$ cat src/rtl/seg_pkg.sv
// Shared definitions for the multiplexed 7-segment scan controller:
// blank segment pattern, scan FSM states and the all-off digit-enable helper.
package seg_pkg;

    localparam logic [6:0] SEG_BLANK  = 7'h7F;
    localparam int         MAX_DIGITS = 8;

    typedef enum logic {
        GUARD = 1'b0,
        DRIVE = 1'b1
    } state_t;

    // All-off enable pattern, full MAX_DIGITS width; callers truncate.
    function automatic logic [MAX_DIGITS-1:0] digit_off(input bit active_low);
        return active_low ? {MAX_DIGITS{1'b1}} : {MAX_DIGITS{1'b0}};
    endfunction

endpackage

$ cat src/rtl/seg_scan_ctrl_segdisplay.sv
// Hex nibble to active-low 7-segment pattern ({g,f,e,d,c,b,a}, 0 = lit).
// Purely combinational; the scan controller registers the result.
module SegDisplay (
    input  logic [3:0] i_nibble,
    output logic [6:0] o_seg
);

    always_comb begin
        o_seg = 7'h7F;
        case (i_nibble)
            4'h0: o_seg = 7'b1000000;
            4'h1: o_seg = 7'b1111001;
            4'h2: o_seg = 7'b0100100;
            4'h3: o_seg = 7'b0110000;
            4'h4: o_seg = 7'b0011001;
            4'h5: o_seg = 7'b0010010;
            4'h6: o_seg = 7'b0000010;
            4'h7: o_seg = 7'b1111000;
            4'h8: o_seg = 7'b0000000;
            4'h9: o_seg = 7'b0010000;
            4'hA: o_seg = 7'b0001000;
            4'hB: o_seg = 7'b0000011;
            4'hC: o_seg = 7'b1000110;
            4'hD: o_seg = 7'b0100001;
            4'hE: o_seg = 7'b0000110;
            4'hF: o_seg = 7'b0001110;
            default: o_seg = 7'h7F;
        endcase
    end

endmodule

$ cat src/rtl/seg_scan_ctrl.sv
// Time-multiplexed scan controller: GUARD (all dark) then DRIVE per digit,
// with a one-deep pending load buffer committed only at frame boundaries.
module seg_scan_ctrl
    import seg_pkg::*;
#(
    parameter int NUM_DIGITS       = 4,
    parameter int REFRESH_DIV      = 50000,
    parameter int GUARD_CYCLES     = 16,
    parameter bit DIGIT_ACTIVE_LOW = 1'b1
) (
    input  logic                    clk,
    input  logic                    rst_n,
    input  logic                    load_valid,
    output logic                    load_ready,
    input  logic [4*NUM_DIGITS-1:0] load_data,
    input  logic [NUM_DIGITS-1:0]   blank_mask,
    output logic [6:0]              seg_out,
    output logic [NUM_DIGITS-1:0]   digit_en,
    output logic                    frame_done
);

    localparam int CNT_MAX = (REFRESH_DIV > GUARD_CYCLES) ? REFRESH_DIV : GUARD_CYCLES;
    localparam int CNT_W   = (CNT_MAX > 1) ? $clog2(CNT_MAX) : 1;
    localparam int IDX_W   = (NUM_DIGITS > 1) ? $clog2(NUM_DIGITS) : 1;

    localparam logic [CNT_W-1:0] DRV_LAST = CNT_W'(REFRESH_DIV - 1);
    localparam logic [CNT_W-1:0] GRD_LAST = CNT_W'(GUARD_CYCLES - 1);
    localparam logic [IDX_W-1:0] IDX_LAST = IDX_W'(NUM_DIGITS - 1);
    localparam logic [NUM_DIGITS-1:0] EN_OFF = NUM_DIGITS'(digit_off(DIGIT_ACTIVE_LOW));

    state_t                  r_state;
    logic [CNT_W-1:0]        r_cnt;
    logic [IDX_W-1:0]        r_idx;

    logic [4*NUM_DIGITS-1:0] r_disp;
    logic [4*NUM_DIGITS-1:0] r_pend;
    logic                    r_pend_valid;
    logic                    r_masked;
    logic [6:0]              r_seg;
    logic [NUM_DIGITS-1:0]   r_en;
    logic                    r_fd;

    state_t                  w_state_nxt;
    logic [CNT_W-1:0]        w_cnt_nxt;
    logic [IDX_W-1:0]        w_idx_nxt;
    logic                    w_guard_end;
    logic                    w_slot_end;
    logic                    w_wrap;
    logic                    w_accept;
    logic                    w_masked_nxt;
    logic [6:0]              w_seg_nxt;
    logic [NUM_DIGITS-1:0]   w_en_nxt;
    logic                    w_fd_nxt;
    logic [NUM_DIGITS-1:0]   w_onehot;
    logic [3:0]              w_nibble;
    logic [6:0]              w_dec;

    assign w_nibble = r_disp[{r_idx, 2'b00} +: 4];
    assign w_onehot = NUM_DIGITS'(1) << r_idx;
    assign w_accept = load_valid && !r_pend_valid;

    SegDisplay u_dec (
        .i_nibble (w_nibble),
        .o_seg    (w_dec)
    );

    always_ff @(posedge clk or negedge rst_n) begin
        if (!rst_n) begin
            r_state <= GUARD;
            r_cnt   <= '0;
            r_idx   <= '0;
        end else begin
            r_state <= w_state_nxt;
            r_cnt   <= w_cnt_nxt;
            r_idx   <= w_idx_nxt;
        end
    end

    // Terminal-count compares reset the counter, so it never wraps on its own.
    always_comb begin
        w_state_nxt = r_state;
        w_cnt_nxt   = r_cnt + 1'b1;
        w_idx_nxt   = r_idx;
        w_guard_end = (r_state == GUARD) && (r_cnt == GRD_LAST);
        w_slot_end  = (r_state == DRIVE) && (r_cnt == DRV_LAST);
        w_wrap      = w_slot_end && (r_idx == IDX_LAST);
        if (w_guard_end) begin
            w_state_nxt = DRIVE;
            w_cnt_nxt   = '0;
        end else if (w_slot_end) begin
            w_state_nxt = GUARD;
            w_cnt_nxt   = '0;
            w_idx_nxt   = w_wrap ? '0 : r_idx + 1'b1;
        end
    end

    // Outputs are computed from next-state values so that segments and
    // enables switch on the same edge as the phase change.
    always_comb begin
        w_masked_nxt = r_masked;
        w_seg_nxt    = SEG_BLANK;
        w_en_nxt     = EN_OFF;
        if (w_guard_end)
            w_masked_nxt = blank_mask[r_idx];
        if ((w_state_nxt == DRIVE) && !w_masked_nxt) begin
            w_seg_nxt = w_dec;
            w_en_nxt  = DIGIT_ACTIVE_LOW ? ~w_onehot : w_onehot;
        end
        w_fd_nxt = (w_state_nxt == DRIVE) && (w_cnt_nxt == DRV_LAST) &&
                   (w_idx_nxt == IDX_LAST);
    end

    always_ff @(posedge clk or negedge rst_n) begin
        if (!rst_n) begin
            r_disp       <= '0;
            r_pend       <= '0;
            r_pend_valid <= 1'b0;
            r_masked     <= 1'b0;
            r_seg        <= SEG_BLANK;
            r_en         <= EN_OFF;
            r_fd         <= 1'b0;
        end else begin
            // A commit needs pend_valid, an accept needs it clear: never both.
            if (w_wrap && r_pend_valid) begin
                r_disp       <= r_pend;
                r_pend_valid <= 1'b0;
            end else if (w_accept) begin
                r_pend       <= load_data;
                r_pend_valid <= 1'b1;
            end
            r_masked <= w_masked_nxt;
            r_seg    <= w_seg_nxt;
            r_en     <= w_en_nxt;
            r_fd     <= w_fd_nxt;
        end
    end

    assign load_ready = !r_pend_valid;
    assign seg_out    = r_seg;
    assign digit_en   = r_en;
    assign frame_done = r_fd;

endmodule

$ cat config.mk
export PLATFORM = sky130hd
export DESIGN_NAME = seg_scan_ctrl
export DESIGN_NICKNAME = d
export VERILOG_FILES = /design/src/rtl/seg_pkg.sv /design/src/rtl/seg_scan_ctrl_segdisplay.sv /design/src/rtl/seg_scan_ctrl.sv
export SDC_FILE = /design/constraint.sdc
export NUM_CORES = 1
export LEC_CHECK = 0
export ABC_AREA = 0
export BUFFER_PORTS_ARGS = -buffer_cell sky130_fd_sc_hd__clkbuf_2
export CORE_UTILIZATION = 30
export DETAILED_ROUTE_END_ITERATION = 6
export MAX_ROUTING_LAYER = met4
export PLACE_DENSITY = 0.52
export SLEW_MARGIN = 0
export SYNTH_ARGS = -nofsm -noshare
export SYNTH_HDL_FRONTEND = slang
export SYNTH_HIERARCHICAL = 1
export SYNTH_SLANG_ARGS = --single-unit
$ cat constraint.sdc
create_clock -name clk -period 3.3 [get_ports clk]
set_input_delay 0.33 -clock clk [delete_from_list [all_inputs] [get_ports clk]]
set_output_delay 0.33 -clock clk [all_outputs]
set_load 0.005 [all_outputs]
# Word level (Yosys, flattened, before mapping)
# Memories as Yosys holds them, arrays and structs flattened.
# Cells that the tools add are included.
# Widths: inputs -> output; s select.
# op_classes
add_sub_neg,2
order_cmp,1
n_eq_ne,5
shifts,2
n_mux,14
bitwise_logic,3
n_reduce_logical,12
# ops
op,count
$eq 16x16->1 const B,2
$mux 16,2
$add 16x1->16 const B,1
$eq 16x4->1 const B,1
$shiftx 16x5->4,1
$logic_and 1x1->1,8
$mux 7,1
$mux 1,6
$mux 2,3
$eq 2x2->1 const B,2
$mux 4,1
$not 4->4,1
$shl 1x2->4 const A,1
$lt 2x3->1 const B,1
$add 2x1->2 const B,1
$bmux 1 s2,1
$logic_not 1->1,2
$not 1->1,2
$reduce_and 2->1,1
$reduce_bool 2->1,1
# word_totals
register_bits,65
mem_bits_ro,112
inputBits,23
memories,1
# memory_table
memory,words,width,rd,rd_clocked_by_memory_dff,wr,line,rtl
(name not given),16,7,1,0,0,seg_scan_ctrl_segdisplay.sv:10,case (i_nibble)

# Logic depth before layout (Yosys ltp)
# logic_depth
depth_word,8
ltp_mapped,8
mapped_depth_nobuf,7

# By module
# Netlist, hierarchy kept.
# modules_own_cells
module,n_inst,cells_per_inst,area_each_um2,seq_area_each_um2
seg_scan_ctrl,1,229,2929.1,1640.3
SegDisplay,1,33,274.0,0.0

# Least setup slack after synthesis
# OpenSTA, ideal clock, no wires.
# synth_path
kind,flip-flop to flip-flop
from,reg r_idx[0]
to,"reg r_seg[3], in the netlist seg_out[3]"
setup_ns,0.088
t_arrival_ns,2.249
required_time_ns,3.212
slack_ns,0.963
stages_incl_launch_ff,8
n_path_buf,1
path_cell_list,dfrtp_1 -> clkbuf_1 -> mux4_2 -> inv_1 -> ha_1 -> inv_1 -> mux4_1 -> nand2b_1
# synth_rtl
item,line,rtl
"start, declared",seg_scan_ctrl.sv:33,logic [IDX_W-1:0] r_idx;
"start signal, assigned",seg_scan_ctrl.sv:75,r_idx <= w_idx_nxt;
$shiftx 16x5->4,seg_scan_ctrl.sv:58,"assign w_nibble = r_disp[{r_idx, 2'b00} +: 4];"
net w_nibble[0],seg_scan_ctrl.sv:55,logic [3:0] w_nibble;
$mem_v2 16x7,-,
net w_dec[3],seg_scan_ctrl.sv:56,logic [6:0] w_dec;
$mux 7,seg_scan_ctrl.sv:105,if ((w_state_nxt == DRIVE) && !w_masked_nxt) begin
net w_seg_nxt[3],seg_scan_ctrl.sv:51,logic [6:0] w_seg_nxt;
"end signal, assigned",seg_scan_ctrl.sv:132,r_seg <= w_seg_nxt;
"end, declared",seg_scan_ctrl.sv:39,logic [6:0] r_seg;
# The timed path passes the listed nets, and every way through them passes these cells. The select of a mux whose other input is x is not followed.
# A chain may end at the register's enable or synchronous reset.

# Worst setup path in the final report
# Ends and elaborated chain as after synthesis.

==> impl_results.md <==
- Setup TNS: 0 ns
- Async SR Flop Fraction: 100%
- Starting Density: between 30% and 40%
- Worst Setup Path Type: register to register
- Met3 GRT Util: 3.03%
- Yosys reg bits: 65
- Inserted Diodes: 0
- Clock buffer depth: 2
- DRT Pass-1 Iters: 4
- Ys flop type: dfrtp_1
- Slowest CP cell: dfrtp_1
- Power Total: roughly 1.6 mW
- TritonCTS Buffers: 9
- Busiest grt layer: met2
- Post-synth cell types: a little over 40
- Final Hold Slack: 0.124 ns
- Leakage: about 1.7 nW
- Clk_skew: between 0.01 and 0.015 ns
- Clock H-tree levels: 3
- CP required: ~3.6 ns
- Vert. Die Dim: ~110 um
- Clock root cell: clkbuf_8
- CP Cell Sequence: mux4_2 > inv_1 > ha_1 > inv_1 > mux4_1 > nand2b_1
- Compound-cell area share of the yosys netlist: under 10%
- Fin crit period: ~2.4 ns
- Vias: slightly below 2000
- DRT iter0 DRCs: 59
- Post-Place Setup Slack: 0.892 ns
- RSZ-0062 raised after global routing: no
- Boundary Pins: 36
- Residual DRC: 0
- # Max-Cap Violations: 0
- Vias in the first global route: 2092
- Die width: 105 um
- Crit. End Element: register
- Gpl congestion: roughly 0.82
- First-pass GRT wire length: 10200 um
- Slew headroom: about 36%
- Adder-Cell Fraction of Synth Area: 4.69%
- Syn Area/Cell: about 12 um^2
- CTS Sinks: 65
- Post-Synth Simple-Gate Area: a little over an eighth
- Tcrit/Tclk final: 72.0%
- Tot GR Track Use: between 10% and 20%
- Post-Synth XOR/XNOR Area: 4.38%
- Post-Syn Nets: roughly 300
- Overflow after GRT: 0
- Worst min path class: primary input to asynchronous set/reset pin
- Setup violators final: 0
- Area share of the largest cell type after synthesis: around 42%
- YS warnings: 6
- Hold_buf cts: 0
- Rows: 37
- Most common cell in the synthesized netlist: dfrtp_1
- Largest stage delay on the critical path: between 0.6 and 0.7 ns
- Sequential fraction of the synthesis area: around half
- Reg-to-reg critical path endpoint: seg_out[3]
- Most frequent cell on the critical path: inv_1
- Worst Path Max Fanout: 11
- Core ar.: slightly above 10000 um^2
- Post-synth top area cell: dfrtp_1
- Initial antenna violation count: 0
- Post-synth EDFFs: 0
- Antenna-violating nets left: 0
- Largest family of logic cells by synthesized area: multiplexers
- Drt total wl: just under 6000 um
- Slew @ Worst Pin: about 0.96 ns
- Clock transition at path regs: 0.08 ns
- P&R area growth vs syn: 15.3%
- Final worst setup slack: ~0.92 ns
- Cells after synthesis: ~260
- Maximum clock rate: about 0.42 GHz
- Met2 GRT Util: 18.2%
- Largest net degree at the start of global routing: 39
- Clk_lat worst skew: between 0.3 and 0.4 ns
- Most area-consuming cells after synthesis: dfrtp_1 (42%), mux2_2 (12%), dfstp_2 (9.0%)
- Hold Vio Cnt, Final: 0
- Port-buffer cells: 35
- Mux cell area share after synthesis: about a fifth
- Placed insts: around 420
- Die area: between 10000 and 15000 um^2
- Arrival time at the worst endpoint: ~2.6 ns
- Status: finished, final reports clean
- Synth cell count leaders: dfrtp_1 (54), mux2_2 (35), nand2_1 (18)
- Fin nets: around 330
- R2r setup slk: ~0.92 ns
- Register-to-Register Path Depth: 6
- WL/cell: 13.2 um
- Max VDD drop: approximately 0.17 mV
- R2R Path Start: r_idx[0]
- CTS tree: built
- CTS-repair resized insts: 0
- M1 GR Usage: between 10% and 20%
- Finished Layout Cells: between 400 and 500
- Via density: around 4.5
- Syn Std Cell Area: about 3200 um^2
- Count of final max-slew check failures: 0
- Layout cell share with drive strength beyond 1: 38.2%
- Startpoint Class: register
- Setup bufs post-CTS: 0
- Placed wire-length estimate: 4070 um
- Power Dens Cells: roughly 440 nW/um^2
sequential cells by signal, summed over array words and instances, names as in the netlist:
name,count
r_idx,2
digit_en,4
r_cnt,16
frame_done,1
r_state,1
r_masked,1
seg_out,7
r_pend,16
r_pend_valid,1
r_disp,16
how the worst max path moves through the flow:
stage | start | to | slack (ns) | cells past startpoint
3_5_place_dp | r_idx[0] | seg_out[3] | 0.89 | 6
5_1_grt | r_idx[0] | seg_out[3] | 0.78 | 6
6_report | r_idx[0] | seg_out[3] | 0.92 | 6
2_1_floorplan | r_idx[0] | seg_out[3] | 0.96 | 7
4_1_cts | r_idx[0] | seg_out[3] | 0.88 | 6
3_3_place_gp | r_idx[0] | seg_out[3] | 0.98 | 6
stage by stage:
step | cell area [um^2] | util [%]
2_1_floorplan | 3200 | -
3_3_place_gp | 3480 | 33.7
3_5_place_dp | 3480 | 33.7
4_1_cts | 3690 | 35.8
5_1_grt | 3690 | 35.8
6_report | 3690 | 35.8
power breakdown:
group          internal, mW  switching (mW)  leakage [nW]
clock network         0.378           0.334         0.104
logic                0.0317          0.0286         0.742
registers             0.827          0.0139         0.823
total                  1.24           0.376          1.67
kinds of logic (layout without fill, tap and decap cells):
logic type,after synthesis,count (layout)
compound gates,12,12
xor+xnor,16,16
fa+ha+maj,12,12
buf+inv,26,65
flops,65,65
mux,47,47
simple gates,84,84
cell usage in the layout, fill, tap and decap left out, types with 6 or more instances in the layout:
cell type	synthesis	layout
clkbuf_2	0	35
clkbuf_8	0	10
dfrtp_1	54	54
dfstp_2	11	11
ha_1	12	12
inv_1	12	12
mux2_2	35	35
nand2_1	18	18
nand2b_1	9	9
nand3_1	10	10
nor2_1	17	17
nor3_1	6	6
xor2_1	12	12
layout make-up:
cell class                      count  area (um^2)
Clock buffer                       10          138
Clock inverter                      6         72.6
Fill cell                        1019         6630
Inverter                           12         45.0
Multi-Input combinational cell    171         1440
Sequential cell                    65         1640
Tap cell                          136          170
Timing Repair Buffer               37          190
layer usage:
metal  up-vias  wire length (um)
li1        973                 -
met1       936              2820
met2        37              2570
met3        15               218
met4         0               171
met5         -                 0
critical path, delay by kind of cell (launching register included):
kind                     cells  cell delay (ns)
buffers and inverters        2             0.20
adder cells (fa/ha/maj)      1             0.15
flip-flops                   1             0.67
multiplexers                 2             1.12
AND/OR/NAND/NOR              1             0.15
Power figures use the tool's default switching activity.
